File: config.mk
export PLATFORM = sky130hd
export DESIGN_NAME = armleocpu_ptw
export DESIGN_NICKNAME = d
export VERILOG_FILES = /design/src/rtl/armleocpu_ptw.sv
export SDC_FILE = /design/constraint.sdc
export NUM_CORES = 1
export LEC_CHECK = 0
export ABC_CLOCK_PERIOD_IN_PS = 2000
export BUFFER_PORTS_ARGS = -buffer_cell sky130_fd_sc_hd__clkbuf_2
export CORE_MARGIN = 5
export CORE_UTILIZATION = 30
export DETAILED_ROUTE_END_ITERATION = 6
export GPL_TIMING_DRIVEN = 0
export PLACE_DENSITY = 0.53
export SLEW_MARGIN = 5
export SYNTH_ARGS = -nofsm -noshare
export SYNTH_HDL_FRONTEND = slang
export SYNTH_SLANG_ARGS = --single-unit
File: constraint.sdc
create_clock -name clk -period 2 [get_ports clk]
set_input_delay 0.3 -clock clk [delete_from_list [all_inputs] [get_ports clk]]
set_output_delay 0.3 -clock clk [all_outputs]
set_load 0.02 [all_outputs]
File: src/rtl/armleocpu_ptw.sv
// Sv32 page table walker: resolves a 20-bit virtual tag into a 22-bit physical tag with
// up to two PTE reads, reporting page faults for malformed PTEs and access faults for bus problems.
module armleocpu_ptw #(
  parameter int TIMEOUT = 255
) (
  input  logic        clk,
  input  logic        rst,
  input  logic        resolve_request,
  input  logic [19:0] virtual_address,
  input  logic [21:0] satp_ppn,
  output logic        busy,
  output logic        resolve_done,
  output logic        resolve_pagefault,
  output logic        resolve_accessfault,
  output logic [21:0] resolve_physical_address,
  output logic [7:0]  resolve_access_bits,
  output logic [33:0] m_address,
  output logic [3:0]  m_burstcount,
  input  logic        m_waitrequest,
  output logic        m_read,
  input  logic [31:0] m_readdata,
  input  logic        m_readdatavalid,
  output logic [1:0]  dbg_state_o
);

  typedef enum logic [1:0] {S_IDLE = 2'd0, S_ISSUE = 2'd1, S_WAIT = 2'd2} state_t;

  state_t      state_q, state_d;
  logic        level_q, level_d;
  logic [9:0]  vpn0_q, vpn0_d;
  logic [33:0] addr_q, addr_d;
  logic [7:0]  timer_q, timer_d;
  logic        done_q, done_d;
  logic        pf_q, pf_d;
  logic        af_q, af_d;
  logic [21:0] phys_q, phys_d;
  logic [7:0]  bits_q, bits_d;

  logic        fin, fin_pf, fin_af;
  logic        pte_v, pte_r, pte_w, pte_x, pte_a, pte_leaf;
  logic        unused_rsw;

  assign pte_v    = m_readdata[0];
  assign pte_r    = m_readdata[1];
  assign pte_w    = m_readdata[2];
  assign pte_x    = m_readdata[3];
  assign pte_a    = m_readdata[6];
  assign pte_leaf = pte_r | pte_x;
  assign unused_rsw = &{1'b0, m_readdata[9:8]};

  always_ff @(posedge clk) begin
    if (rst) begin
      state_q <= S_IDLE;
      level_q <= 1'b0;
      vpn0_q  <= '0;
      addr_q  <= '0;
      timer_q <= '0;
      done_q  <= 1'b0;
      pf_q    <= 1'b0;
      af_q    <= 1'b0;
      phys_q  <= '0;
      bits_q  <= '0;
    end else begin
      state_q <= state_d;
      level_q <= level_d;
      vpn0_q  <= vpn0_d;
      addr_q  <= addr_d;
      timer_q <= timer_d;
      done_q  <= done_d;
      pf_q    <= pf_d;
      af_q    <= af_d;
      phys_q  <= phys_d;
      bits_q  <= bits_d;
    end
  end

  always_comb begin
    state_d = state_q;
    level_d = level_q;
    vpn0_d  = vpn0_q;
    addr_d  = addr_q;
    timer_d = timer_q;
    done_d  = 1'b0;
    pf_d    = pf_q;
    af_d    = af_q;
    phys_d  = phys_q;
    bits_d  = bits_q;
    fin     = 1'b0;
    fin_pf  = 1'b0;
    fin_af  = 1'b0;
    unique case (state_q)
      S_IDLE: begin
        // The request is ignored during the completion pulse so a held request restarts one cycle later.
        if (resolve_request && !done_q) begin
          level_d = 1'b1;
          vpn0_d  = virtual_address[9:0];
          addr_d  = {satp_ppn, virtual_address[19:10], 2'b00};
          if (addr_d[33:32] != 2'b00) begin
            fin    = 1'b1;
            fin_af = 1'b1;
          end else begin
            state_d = S_ISSUE;
          end
        end
      end
      S_ISSUE: begin
        if (!m_waitrequest) begin
          state_d = S_WAIT;
          timer_d = '0;
        end
      end
      S_WAIT: begin
        if (m_readdatavalid) begin
          if (!pte_v || (pte_w && !pte_r)) begin
            fin = 1'b1; fin_pf = 1'b1;
          end else if (pte_leaf && !pte_a) begin
            fin = 1'b1; fin_pf = 1'b1;
          end else if (pte_leaf && level_q && (m_readdata[19:10] != 10'd0)) begin
            fin = 1'b1; fin_pf = 1'b1;
          end else if (pte_leaf) begin
            fin    = 1'b1;
            phys_d = level_q ? {m_readdata[31:20], vpn0_q} : m_readdata[31:10];
            bits_d = m_readdata[7:0];
          end else if (!level_q) begin
            fin = 1'b1; fin_pf = 1'b1;
          end else begin
            level_d = 1'b0;
            addr_d  = {m_readdata[31:10], vpn0_q, 2'b00};
            if (addr_d[33:32] != 2'b00) begin
              fin = 1'b1; fin_af = 1'b1;
            end else begin
              state_d = S_ISSUE;
            end
          end
        end else if (timer_q == 8'(TIMEOUT - 1)) begin
          fin = 1'b1; fin_af = 1'b1;
        end else begin
          timer_d = timer_q + 8'd1;
        end
      end
      default: state_d = S_IDLE;
    endcase
    if (fin) begin
      state_d = S_IDLE;
      done_d  = 1'b1;
      pf_d    = fin_pf;
      af_d    = fin_af;
    end
  end

  assign busy                     = (state_q != S_IDLE);
  assign m_read                   = (state_q == S_ISSUE);
  assign m_address                = addr_q;
  assign m_burstcount             = 4'd1;
  assign resolve_done             = done_q;
  assign resolve_pagefault        = pf_q;
  assign resolve_accessfault      = af_q;
  assign resolve_physical_address = phys_q;
  assign resolve_access_bits      = bits_q;
  assign dbg_state_o              = state_q;

endmodule

==> qor.yml <==
outcome:
  status: "complete, no violations"
detailed_routing:
  first_pass_iters: 4
  routedWlPerCell_microns: 18.17
  drt-initial-drc-count: 254
  via_count: 4149
  antenna_left: 0
  drt-total-wl_microns: 14630
  via_per_inst: 5.154
  route.detailed.drc: 0
synthesis:
  synth_cell_types: 53
  synth_area_leaders: "dfxtp_1, mux2i_1, a21oi_1"
  synth-async-reset-ratio_pct: 0
  syn_avg_cell_area_sq_um: 8.692
  netlist_area_sq_um: 4076
  synth-edff-count: 0
  yosysSeqAreaShare_pct: 42.23
  synth_ff_type: "dfxtp_1"
  ys_ff_latch: 86
  synth_warnings: 0
  synth_top_area_share_pct: 42.23
  yosys.area.top_type: "dfxtp_1"
  netlist_instances: 469
final_layout:
  layout_commonest_cell: "clkbuf_2"
  fillers: 1381
  area_growth_pct: 31.55
  final_cells: 805
  nets: 708
  layout_common_cells: "clkbuf_2, dfxtp_1, a21oi_1"
  ff_latch_area_sq_um: 1724
  multi_input_area_sq_um: 2133
  antenna_cells: 0
  drive_gt1_share_pct: 32.75
  utilization_pct: 40.34
sta:
  period_minus_slack_ps: 1978
  rsz0062_at_grt: "yes"
  tightest_slew_ps: 752.2
  maxSlewViolCount: 0
  timing.hold.ws_ps: 190.2
  setup_viol: 0
  hold_viol_final: 0
  fmax_ghz: 0.5057
  slew_headroom_pct: 49.86
  final.setup.worst_slack_ps: 22.40
  finalCritPeriodShare_pct: 98.88
  skew_ps: 7.556
placement:
  hpwl_microns: 11310
  dp_cells: 793
  gp_congestion: 0.8139
  pre_cts_ws_ps: -308.0
  io_buffer_count: 144
setup_path:
  start_kind: "flop"
  path_class: "reg -> reg"
  r2r_start: "dbg_state_o[1]"
  cp_max_fo: 10
  worstPathArrival_ps: 2200
  reg2reg_to: "resolve_pagefault"
  worst_setup_path_end_kind: "flop"
  worstPathRequired_ps: 2230
  ff2ff_path_depth: 5
  reg2reg_setup_slack_ps: 20
cts:
  clk_path_buf_depth: 2
  cts_sinks: 86
  clk_pin_slew_ps: 60
  cts_tree: "yes"
  clock-root-buffer: "clkbuf_16"
  htreeDepth: 3
  numCtsBuffers: 9
  ctsHoldBuffers: 0
  clock_latency_ps: 340
grt:
  first_global_vias: 4081
  grt_max_degree: 13
  grt_pass1_wl_microns: 22340
  grt-ovfl-total: 0
  grt_util_all_layers_pct: 17.76
  antenna_found_initial: 0
floorplan:
  die_x_microns: 126.6
  die-area_sq_um: 16020
  core_area_sq_um: 13300
  rows: 42
  ioPinCount: 154
  initial_utilization_pct: 30.66
  dieHeight_microns: 126.6
power:
  p_sw_mw: 1.061
  powerDensity_nw_per_um2: 764.9
  combPwrFrac_pct: 13.9
  p_sw_share_pct: 25.88
  clockPowerShare_pct: 41.8
  p_int_mw: 3.041
  p_leak_nw: 2.150
  seqPwrFrac_pct: 44.3
  irDropWorstVdd_v: 0.0004231
job:
  cap_viol_max_count: 0
worst_hold_path:
  hp-start: "virtual_address[0]"
  whs_path_depth: 3
  hold_class: "in -> reg"
  hold_end: "vpn0_q[0]"
## synthesized netlist by cell type (2+ instances only)
master      n
a211oi_1    9
nand4_1     3
nor3_1      3
o2111ai_1   2
buf_4       8
o211ai_1    3
mux2i_1    43
or2_2       2
nor2b_1     3
o21a_1      3
or3_1      33
nor2_1     10
dfxtp_1    86
nand2_1    29
or3b_2      4
conb_1      2
nor3b_1     3
inv_1       7
buf_1       2
a211oi_2    3
nand3_1    20
o21ai_0    50
xor2_1      2
ha_1        2
a2111o_1    2
a21oi_2     3
clkbuf_1   33
buf_2       3
buf_6       2
a21oi_1    71
## worst max path at each step
stage	from	to	slack [ps]	depth (start not counted)
finish	dbg_state_o[1]	resolve_pagefault	20	5
global route	dbg_state_o[1]	resolve_pagefault	-40	5
CTS	dbg_state_o[1]	m_address[13]	6	5
detailed placement	dbg_state_o[0]	resolve_physical_address[18]	-310	7
global placement	dbg_state_o[0]	resolve_physical_address[18]	-260	7
floorplan	dbg_state_o[1]	resolve_pagefault	110	5
## kinds of logic after synthesis
logic type               count (synthesis)  share of synthesized area [%]
AO/OA/AOI/OAI                          159                          23.45
other                                    2                         0.1842
flip-flops                              86                          42.23
XOR/XNOR                                 3                         0.6447
buffers and inverters                   55                          6.262
multiplexers                            43                          10.56
AND/OR/NAND/NOR                        119                          16.05
adder cells (fa/ha/maj)                  2                         0.6138
## final cells by class
class,count,share of cell area (%)
clock inverters,1,0.5600
repair buffers,145,13.58
plain buffers,46,4.363
flip-flops and latches,86,32.15
multi-input cells,332,39.78
well taps,176,4.106
inverters,7,0.4900
clock buffers,12,4.970
## flip-flops by register name, summed over array words and instances (netlist names), 2 cells and up
register,flops
timer_q,8
m_address,32
dbg_state_o,2
resolve_access_bits,8
resolve_physical_address,22
vpn0_q,10
## power by group through the flow
stage | registers [mW] | logic (mW) | clock network (mW)
global placement | 1.85 | 0.562 | 0
finish | 1.82 | 0.571 | 1.71
floorplan | 1.90 | 0.269 | 0
detailed placement | 1.85 | 0.568 | 0
global route | 1.82 | 0.623 | 1.81
CTS | 1.82 | 0.568 | 1.74
## per-layer routing
layer / share of wire [%] / GRT usage, % / vias to the layer above
met2: 47 / 28.83 / 138
met1: 43 / 22.22 / 1980
met5: 0 / 0 / -
met3: 8.2 / 5.296 / 18
met4: 1.7 / 6.751 / 0
li1: - / - / 2013
## metrics by stage
step,cell area [sq um],power [mW],setup TNS (ps)
global route,5363,4.259,-167.5
detailed placement,5032,2.418,-13190
floorplan,4091,2.166,0
finish,5363,4.102,0
global placement,5032,2.410,-12160
CTS,5340,4.129,0
## what timing repair did
action                     CTS  global route
pin swaps                    0             1
buffers inserted             0             1
hold endpoints to repair     0             0
resized for setup           12            10
setup endpoints to repair   72            34
## worst max-delay path: stages (launching register included)
cell     delay, ps
dfxtp_1        350
buf_2          230
or4b_2         710
nor2_2         260
nor2_1          80
a32o_1         240
No activity file was read; power rests on OpenSTA's default activity.
